`src/rtl/mips_controller_pkg.sv`:
```
// Shared encodings for the TinyMIPS multicycle controller: states, opcodes, functs,
// ALU op classes, alucontrol codes and the bundled control-word struct.
package mips_controller_pkg;

  typedef enum logic [3:0] {
    FETCH1  = 4'd0,
    FETCH2  = 4'd1,
    FETCH3  = 4'd2,
    FETCH4  = 4'd3,
    DECODE  = 4'd4,
    MEMADR  = 4'd5,
    LBRD    = 4'd6,
    LBWR    = 4'd7,
    SBWR    = 4'd8,
    RTYPEEX = 4'd9,
    RTYPEWR = 4'd10,
    BEQEX   = 4'd11,
    JEX     = 4'd12,
    ADDIEX  = 4'd13,
    ADDIWR  = 4'd14
  } state_t;

  localparam logic [5:0] OP_LB    = 6'b100000;
  localparam logic [5:0] OP_SB    = 6'b101000;
  localparam logic [5:0] OP_RTYPE = 6'b000000;
  localparam logic [5:0] OP_BEQ   = 6'b000100;
  localparam logic [5:0] OP_J     = 6'b000010;
  localparam logic [5:0] OP_ADDI  = 6'b001000;

  localparam logic [5:0] FN_ADD = 6'b100000;
  localparam logic [5:0] FN_SUB = 6'b100010;
  localparam logic [5:0] FN_AND = 6'b100100;
  localparam logic [5:0] FN_OR  = 6'b100101;
  localparam logic [5:0] FN_SLT = 6'b101010;

  localparam logic [1:0] ALUOP_ADD   = 2'b00;
  localparam logic [1:0] ALUOP_SUB   = 2'b01;
  localparam logic [1:0] ALUOP_FUNCT = 2'b10;

  localparam logic [2:0] ALU_ADD = 3'b010;
  localparam logic [2:0] ALU_SUB = 3'b110;
  localparam logic [2:0] ALU_AND = 3'b000;
  localparam logic [2:0] ALU_OR  = 3'b001;
  localparam logic [2:0] ALU_SLT = 3'b111;

  typedef struct packed {
    logic [1:0] aluop;
    logic       alusrca;
    logic [1:0] alusrcb;
    logic       iord;
    logic [3:0] irwrite;
    logic       memtoreg;
    logic       memread;
    logic       memwrite;
    logic       pcwrite;
    logic       branch;
    logic [1:0] pcsource;
    logic       regdst;
    logic       regwrite;
  } ctrl_t;

endpackage

```
`src/rtl/mips_controller_alu_decoder.sv`:
```
// Combinational ALU decoder: ALU op class plus funct field -> 3-bit alucontrol.
import mips_controller_pkg::*;

module alu_decoder (
  input  logic [1:0] aluop,
  input  logic [5:0] funct,
  output logic [2:0] alucontrol
);

  always_comb begin
    alucontrol = ALU_ADD;
    case (aluop)
      ALUOP_SUB: alucontrol = ALU_SUB;
      ALUOP_FUNCT: begin
        case (funct)
          FN_ADD:  alucontrol = ALU_ADD;
          FN_SUB:  alucontrol = ALU_SUB;
          FN_AND:  alucontrol = ALU_AND;
          FN_OR:   alucontrol = ALU_OR;
          FN_SLT:  alucontrol = ALU_SLT;
          default: alucontrol = ALU_ADD;
        endcase
      end
      default: alucontrol = ALU_ADD;
    endcase
  end

endmodule

```
`src/rtl/mips_controller.sv`:
```
// Multicycle Moore control FSM for the 8-bit TinyMIPS core: byte-serial fetch,
// decode, then lb/sb/R-type/beq/j/addi execution; pcen also looks at zero.
import mips_controller_pkg::*;

module mips_controller (
  input  logic       clk,
  input  logic       reset,
  input  logic [5:0] op,
  input  logic [5:0] funct,
  input  logic       zero,
  output logic [2:0] alucontrol,
  output logic       alusrca,
  output logic [1:0] alusrcb,
  output logic       iord,
  output logic [3:0] irwrite,
  output logic       memtoreg,
  output logic       memread,
  output logic       memwrite,
  output logic       pcen,
  output logic [1:0] pcsource,
  output logic       regdst,
  output logic       regwrite
);

  state_t state, nxt;
  ctrl_t  c;
  logic   is_sb;

  // lb/sb choice is captured in DECODE so MEMADR does not depend on op later.
  always_ff @(posedge clk or negedge reset) begin
    if (!reset) begin
      state <= FETCH1;
      is_sb <= 1'b0;
    end else begin
      state <= nxt;
      if (state == DECODE) is_sb <= (op == OP_SB);
    end
  end

  always_comb begin
    nxt = FETCH1;
    c   = '0;
    c.aluop = ALUOP_ADD;
    case (state)
      FETCH1, FETCH2, FETCH3, FETCH4: begin
        c.memread = 1'b1;
        c.alusrcb = 2'b01;
        c.pcwrite = 1'b1;
        c.irwrite = 4'b0001 << state[1:0];
        nxt = (state == FETCH4) ? DECODE : state_t'(state + 4'd1);
      end
      DECODE: begin
        c.alusrcb = 2'b11;
        case (op)
          OP_LB, OP_SB: nxt = MEMADR;
          OP_RTYPE:     nxt = RTYPEEX;
          OP_BEQ:       nxt = BEQEX;
          OP_J:         nxt = JEX;
          OP_ADDI:      nxt = ADDIEX;
          default:      nxt = FETCH1;
        endcase
      end
      MEMADR: begin
        c.alusrca = 1'b1;
        c.alusrcb = 2'b10;
        nxt = is_sb ? SBWR : LBRD;
      end
      LBRD: begin
        c.memread = 1'b1;
        c.iord    = 1'b1;
        nxt = LBWR;
      end
      LBWR: begin
        c.regwrite = 1'b1;
        c.memtoreg = 1'b1;
      end
      SBWR: begin
        c.memwrite = 1'b1;
        c.iord     = 1'b1;
      end
      RTYPEEX: begin
        c.alusrca = 1'b1;
        c.aluop   = ALUOP_FUNCT;
        nxt = RTYPEWR;
      end
      RTYPEWR: begin
        c.regwrite = 1'b1;
        c.regdst   = 1'b1;
      end
      BEQEX: begin
        c.alusrca  = 1'b1;
        c.aluop    = ALUOP_SUB;
        c.branch   = 1'b1;
        c.pcsource = 2'b01;
      end
      JEX: begin
        c.pcwrite  = 1'b1;
        c.pcsource = 2'b10;
      end
      ADDIEX: begin
        c.alusrca = 1'b1;
        c.alusrcb = 2'b10;
        nxt = ADDIWR;
      end
      ADDIWR: c.regwrite = 1'b1;
      default: nxt = FETCH1;
    endcase
  end

  alu_decoder u_aludec (
    .aluop      (c.aluop),
    .funct      (funct),
    .alucontrol (alucontrol)
  );

  // Strobes are squashed combinationally while reset is held low.
  assign alusrca  = c.alusrca;
  assign alusrcb  = c.alusrcb;
  assign iord     = c.iord;
  assign memtoreg = c.memtoreg;
  assign pcsource = c.pcsource;
  assign regdst   = c.regdst;
  assign irwrite  = reset ? c.irwrite : 4'b0000;
  assign memread  = reset & c.memread;
  assign memwrite = reset & c.memwrite;
  assign regwrite = reset & c.regwrite;
  assign pcen     = reset & (c.pcwrite | (c.branch & zero));

endmodule
```
`config.mk`:
```
export PLATFORM = sky130hd
export DESIGN_NAME = mips_controller
export DESIGN_NICKNAME = d
export VERILOG_FILES = /design/src/rtl/mips_controller_pkg.sv /design/src/rtl/mips_controller_alu_decoder.sv /design/src/rtl/mips_controller.sv
export SDC_FILE = /design/constraint.sdc
export NUM_CORES = 1
export LEC_CHECK = 0
export CORE_MARGIN = 2
export CORE_UTILIZATION = 36
export CTS_CLUSTER_DIAMETER = 80
export CTS_CLUSTER_SIZE = 12
export DETAILED_ROUTE_END_ITERATION = 7
export MAX_ROUTING_LAYER = met4
export PLACE_DENSITY = 0.8
export SYNTH_ARGS = -nofsm -noshare
export SYNTH_HDL_FRONTEND = slang
export SYNTH_HIERARCHICAL = 1
export SYNTH_SLANG_ARGS = --single-unit
```
`constraint.sdc`:
```
create_clock -name clk -period 2 [get_ports clk]
set_clock_uncertainty 0.15 [all_clocks]
set_input_delay 0.3 -clock clk [delete_from_list [all_inputs] [get_ports clk]]
set_output_delay 0.3 -clock clk [all_outputs]
set_load 0.01 [all_outputs]
```
==> load_flow_metrics.sql <==
INSERT INTO impl_metrics (metric_group, metric, value, unit) VALUES
('cells_and_area', 'post_route_cells_drive_above_1_share', '51.6', '%'),
('global_routing', 'global_route.usage.total', '24.8', '%'),
('drt', 'avgRoutedWirePerCell', '14.7', 'um'),
('timing', 'rsz0062_at_grt', 'true', ''),
('die', 'number_of_top_level_pins', '34', ''),
('synth', 'syn-mean-instance-area', '8.01', 'um^2'),
('placement', 'port-buffer-count', '33', ''),
('synth', 'synth_edf_count', '0', ''),
('timing', 'layout_setup_ws', '-314', 'ps'),
('setup_path', 'worst_r2r_endpoint', 'state[0]', ''),
('setup_path', 'path_cells', 'inv_2 -> ha_4 -> inv_4 -> nor3_4 -> ha_4 -> nand4bb_4 -> o22ai_2 -> buf_2', ''),
('die', 'effective_utilization_at_floorplan', '37.5', '%'),
('timing', 'slew-limit-headroom', '76.9', '%'),
('setup_path', 'worst_r2r_path_depth', '8', ''),
('power_and_ir_drop', 'total_power', '1530', 'uW'),
('placement', 'placedInstanceArea', '1290', 'um^2'),
('synth', 'yosys.area_share.xor_xnor', '0', '%'),
('clock_tree', 'cts_buf_count', '3', ''),
('drt', 'post-route-drc-count', '0', ''),
('global_routing', 'antenna_found_initial', '0', ''),
('setup_path', 'critical_path.top_delay_family', 'simple AND/OR/NAND/NOR gates', ''),
('timing', 'final_hold_viol_count', '0', ''),
('setup_path', 'cp_slowest_stage_delay', '410', 'ps'),
('die', 'die_h', '48.7', 'um'),
('power_and_ir_drop', 'power.density_cell_area', '1100', 'nW/um^2'),
('setup_path', 'reg2reg_slack', '80', 'ps'),
('global_routing', 'first_global_vias', '921', ''),
('clock_tree', 'cts_max_path_buffers', '2', ''),
('clock_tree', 'cts_tree', 'built', ''),
('synth', 'async_reset_ff_share', '100', '%'),
('run_status', 'violations', 'setup timing', ''),
('synth', 'synth-compound-area-share', '20.7', '%'),
('cells_and_area', 'antenna_cells_inserted', '0', ''),
('cells_and_area', 'flow.area_growth_from_synthesis', '92.5', '%'),
('timing', 'worst-slew-pin-transition', '344', 'ps'),
('hold_path', 'min_path_type', 'input pin to async pin', ''),
('setup_path', 'setup.worst_path.end_class', 'output pin', ''),
('synth', 'synth_seq_cells', '5', ''),
('drt', 'wirelength', '2.68', 'mm'),
('setup_path', 'critPathBufInv', '3', ''),
('global_routing', 'globalRoute.totalOverflow', '0', ''),
('die', 'die_ar', '2380', 'um^2'),
('synth', 'dominantRegCellSynth', 'sky130_fd_sc_hd__dfrtp_1', ''),
('clock_tree', 'clock_insertion_delay_worst_skew', '250', 'ps'),
('synth', 'synth.net_count', '111', ''),
('synth', 'synth_most_common_cell', 'sky130_fd_sc_hd__nand2_1', ''),
('clock_tree', 'cts_htree_levels', '1', ''),
('clock_tree', 'cts_sinks', '5', ''),
('synth', 'synth.largest_area_cell', 'sky130_fd_sc_hd__dfrtp_1', ''),
('timing', 'maxClockFrequency', '432', 'MHz'),
('setup_path', 'timing.critical_path.required', '1550', 'ps'),
('cells_and_area', 'nNetsFinal', '177', ''),
('synth', 'largest_family_of_logic_cells_by_synthesized_area', 'simple AND/OR/NAND/NOR gates', ''),
('timing', 'period_share', '116', '%'),
('timing', 'post-route-min-period', '2310', 'ps'),
('synth', 'syn-cell-area', '721', 'um^2'),
('placement', 'place.gp.congestion', '0.894', ''),
('run_status', 'run_status', 'finished with violations', ''),
('setup_path', 'worst-setup-path-type', 'flop to output pin', ''),
('timing', 'setup_violations', '11', ''),
('die', 'floorplan.core_area', '1920', 'um^2'),
('setup_path', 'critical_path.reg2reg.startpoint', 'state[1]', ''),
('synth', 'ys_top_cells_by_count', 'sky130_fd_sc_hd__nand2_1, sky130_fd_sc_hd__inv_1, sky130_fd_sc_hd__ha_1', ''),
('setup_path', 'worst_ep_arrival_time', '1860', 'ps'),
('setup_path', 'timing.critical_path.slowest_stage_cell', 'sky130_fd_sc_hd__dfrtp_1', ''),
('setup_path', 'crit_path_start_kind', 'flop', ''),
('clock_tree', 'library_cell_used_as_clock_root_buffer', 'sky130_fd_sc_hd__clkbuf_4', ''),
('synth', 'number_of_library_cell_types_mapped_by_synthesis', '40', ''),
('setup_path', 'cpMostUsedCell', 'sky130_fd_sc_hd__ha_4', ''),
('synth', 'synth_cells', '90', ''),
('drt', 'detail-route-antenna-nets', '0', '');
[kinds of logic (layout without fill, tap and decap cells)]
| group | after synthesis | after routing |
|---|---|---|
| fa+ha+maj | 7 | 7 |
| buf+inv | 14 | 79 |
| flops | 5 | 5 |
| compound gates | 20 | 20 |
| simple gates | 44 | 44 |
[metrics by stage]
stage / hold WS, ps / cells / utilization, %
floorplan: -146 / 90 / -
global placement: 395 / 168 / 67.2
detailed placement: 415 / 168 / 67.2
CTS: 362 / 180 / 71.7
global route: 433 / 182 / 72.2
finish: 420 / 182 / 72.2
[where the power goes]
part	switching, uW	internal [uW]	total (uW)
logic	558	675	1230
clock network	46.4	75.8	122
registers	36.0	137	173
[flip-flops by register name, summed over array words and instances, names as in the netlist]
name	cells
state	4
is_sb	1
[how the worst max path moves through the flow]
| stage | cells past startpoint | endpoint | slack (ps) |
|---|---|---|---|
| 6_report | 8 | alucontrol[2] | -310 |
| 5_1_grt | 9 | alucontrol[1] | -410 |
| 4_1_cts | 9 | alucontrol[1] | -270 |
| 3_5_place_dp | 8 | alucontrol[0] | -470 |
| 3_3_place_gp | 8 | alucontrol[0] | -410 |
| 2_1_floorplan | 7 | alucontrol[0] | 10 |
[cell usage in the layout, fill, tap and decap left out, types with 2 or more instances in the layout]
| cell | instances |
|---|---|
| sky130_fd_sc_hd__buf_2 | 10 |
| sky130_fd_sc_hd__a21oi_1 | 3 |
| sky130_fd_sc_hd__inv_1 | 4 |
| sky130_fd_sc_hd__nand4_1 | 2 |
| sky130_fd_sc_hd__o21ai_0 | 3 |
| sky130_fd_sc_hd__inv_2 | 2 |
| sky130_fd_sc_hd__dfrtp_1 | 4 |
| sky130_fd_sc_hd__clkdlybuf4s50_1 | 14 |
| sky130_fd_sc_hd__nor3_1 | 2 |
| sky130_fd_sc_hd__inv_4 | 2 |
| sky130_fd_sc_hd__nor2b_1 | 3 |
| sky130_fd_sc_hd__buf_6 | 7 |
| sky130_fd_sc_hd__and2_2 | 2 |
| sky130_fd_sc_hd__clkbuf_4 | 3 |
| sky130_fd_sc_hd__a21boi_1 | 2 |
| sky130_fd_sc_hd__clkbuf_2 | 5 |
| sky130_fd_sc_hd__a21oi_2 | 2 |
| sky130_fd_sc_hd__buf_4 | 29 |
| sky130_fd_sc_hd__a31oi_1 | 2 |
| sky130_fd_sc_hd__and3_1 | 4 |
| sky130_fd_sc_hd__ha_4 | 5 |
| sky130_fd_sc_hd__and2b_1 | 2 |
| sky130_fd_sc_hd__nand2_1 | 9 |
[what timing repair did]
item                       in CTS  in global routing
setup buffers                   8                  2
hold buffers                    0                  0
pin swaps                       6                  6
setup endpoints to repair      19                 19
resized for setup              71                 18
[per-layer routing]
layer	routed length, um	vias up	part of all wire [%]	track usage (%)
li1	-	457	-	-
met1	1130	434	42	29.3
met2	1340	32	50	41.6
met3	133	6	5.0	3.09
met4	71	0	2.7	12.4
met5	0	-	0	-
[final cells by class]
class / count / area, um^2
Clock buffer: 4 / 26.3
Fill cell: 145 / 534
Multi-Input combinational cell: 71 / 636
Timing Repair Buffer: 67 / 531
Sequential cell: 5 / 126
Tap cell: 27 / 33.8
Inverter: 8 / 35.0
Note: power is estimated with default switching activity, not from simulation.
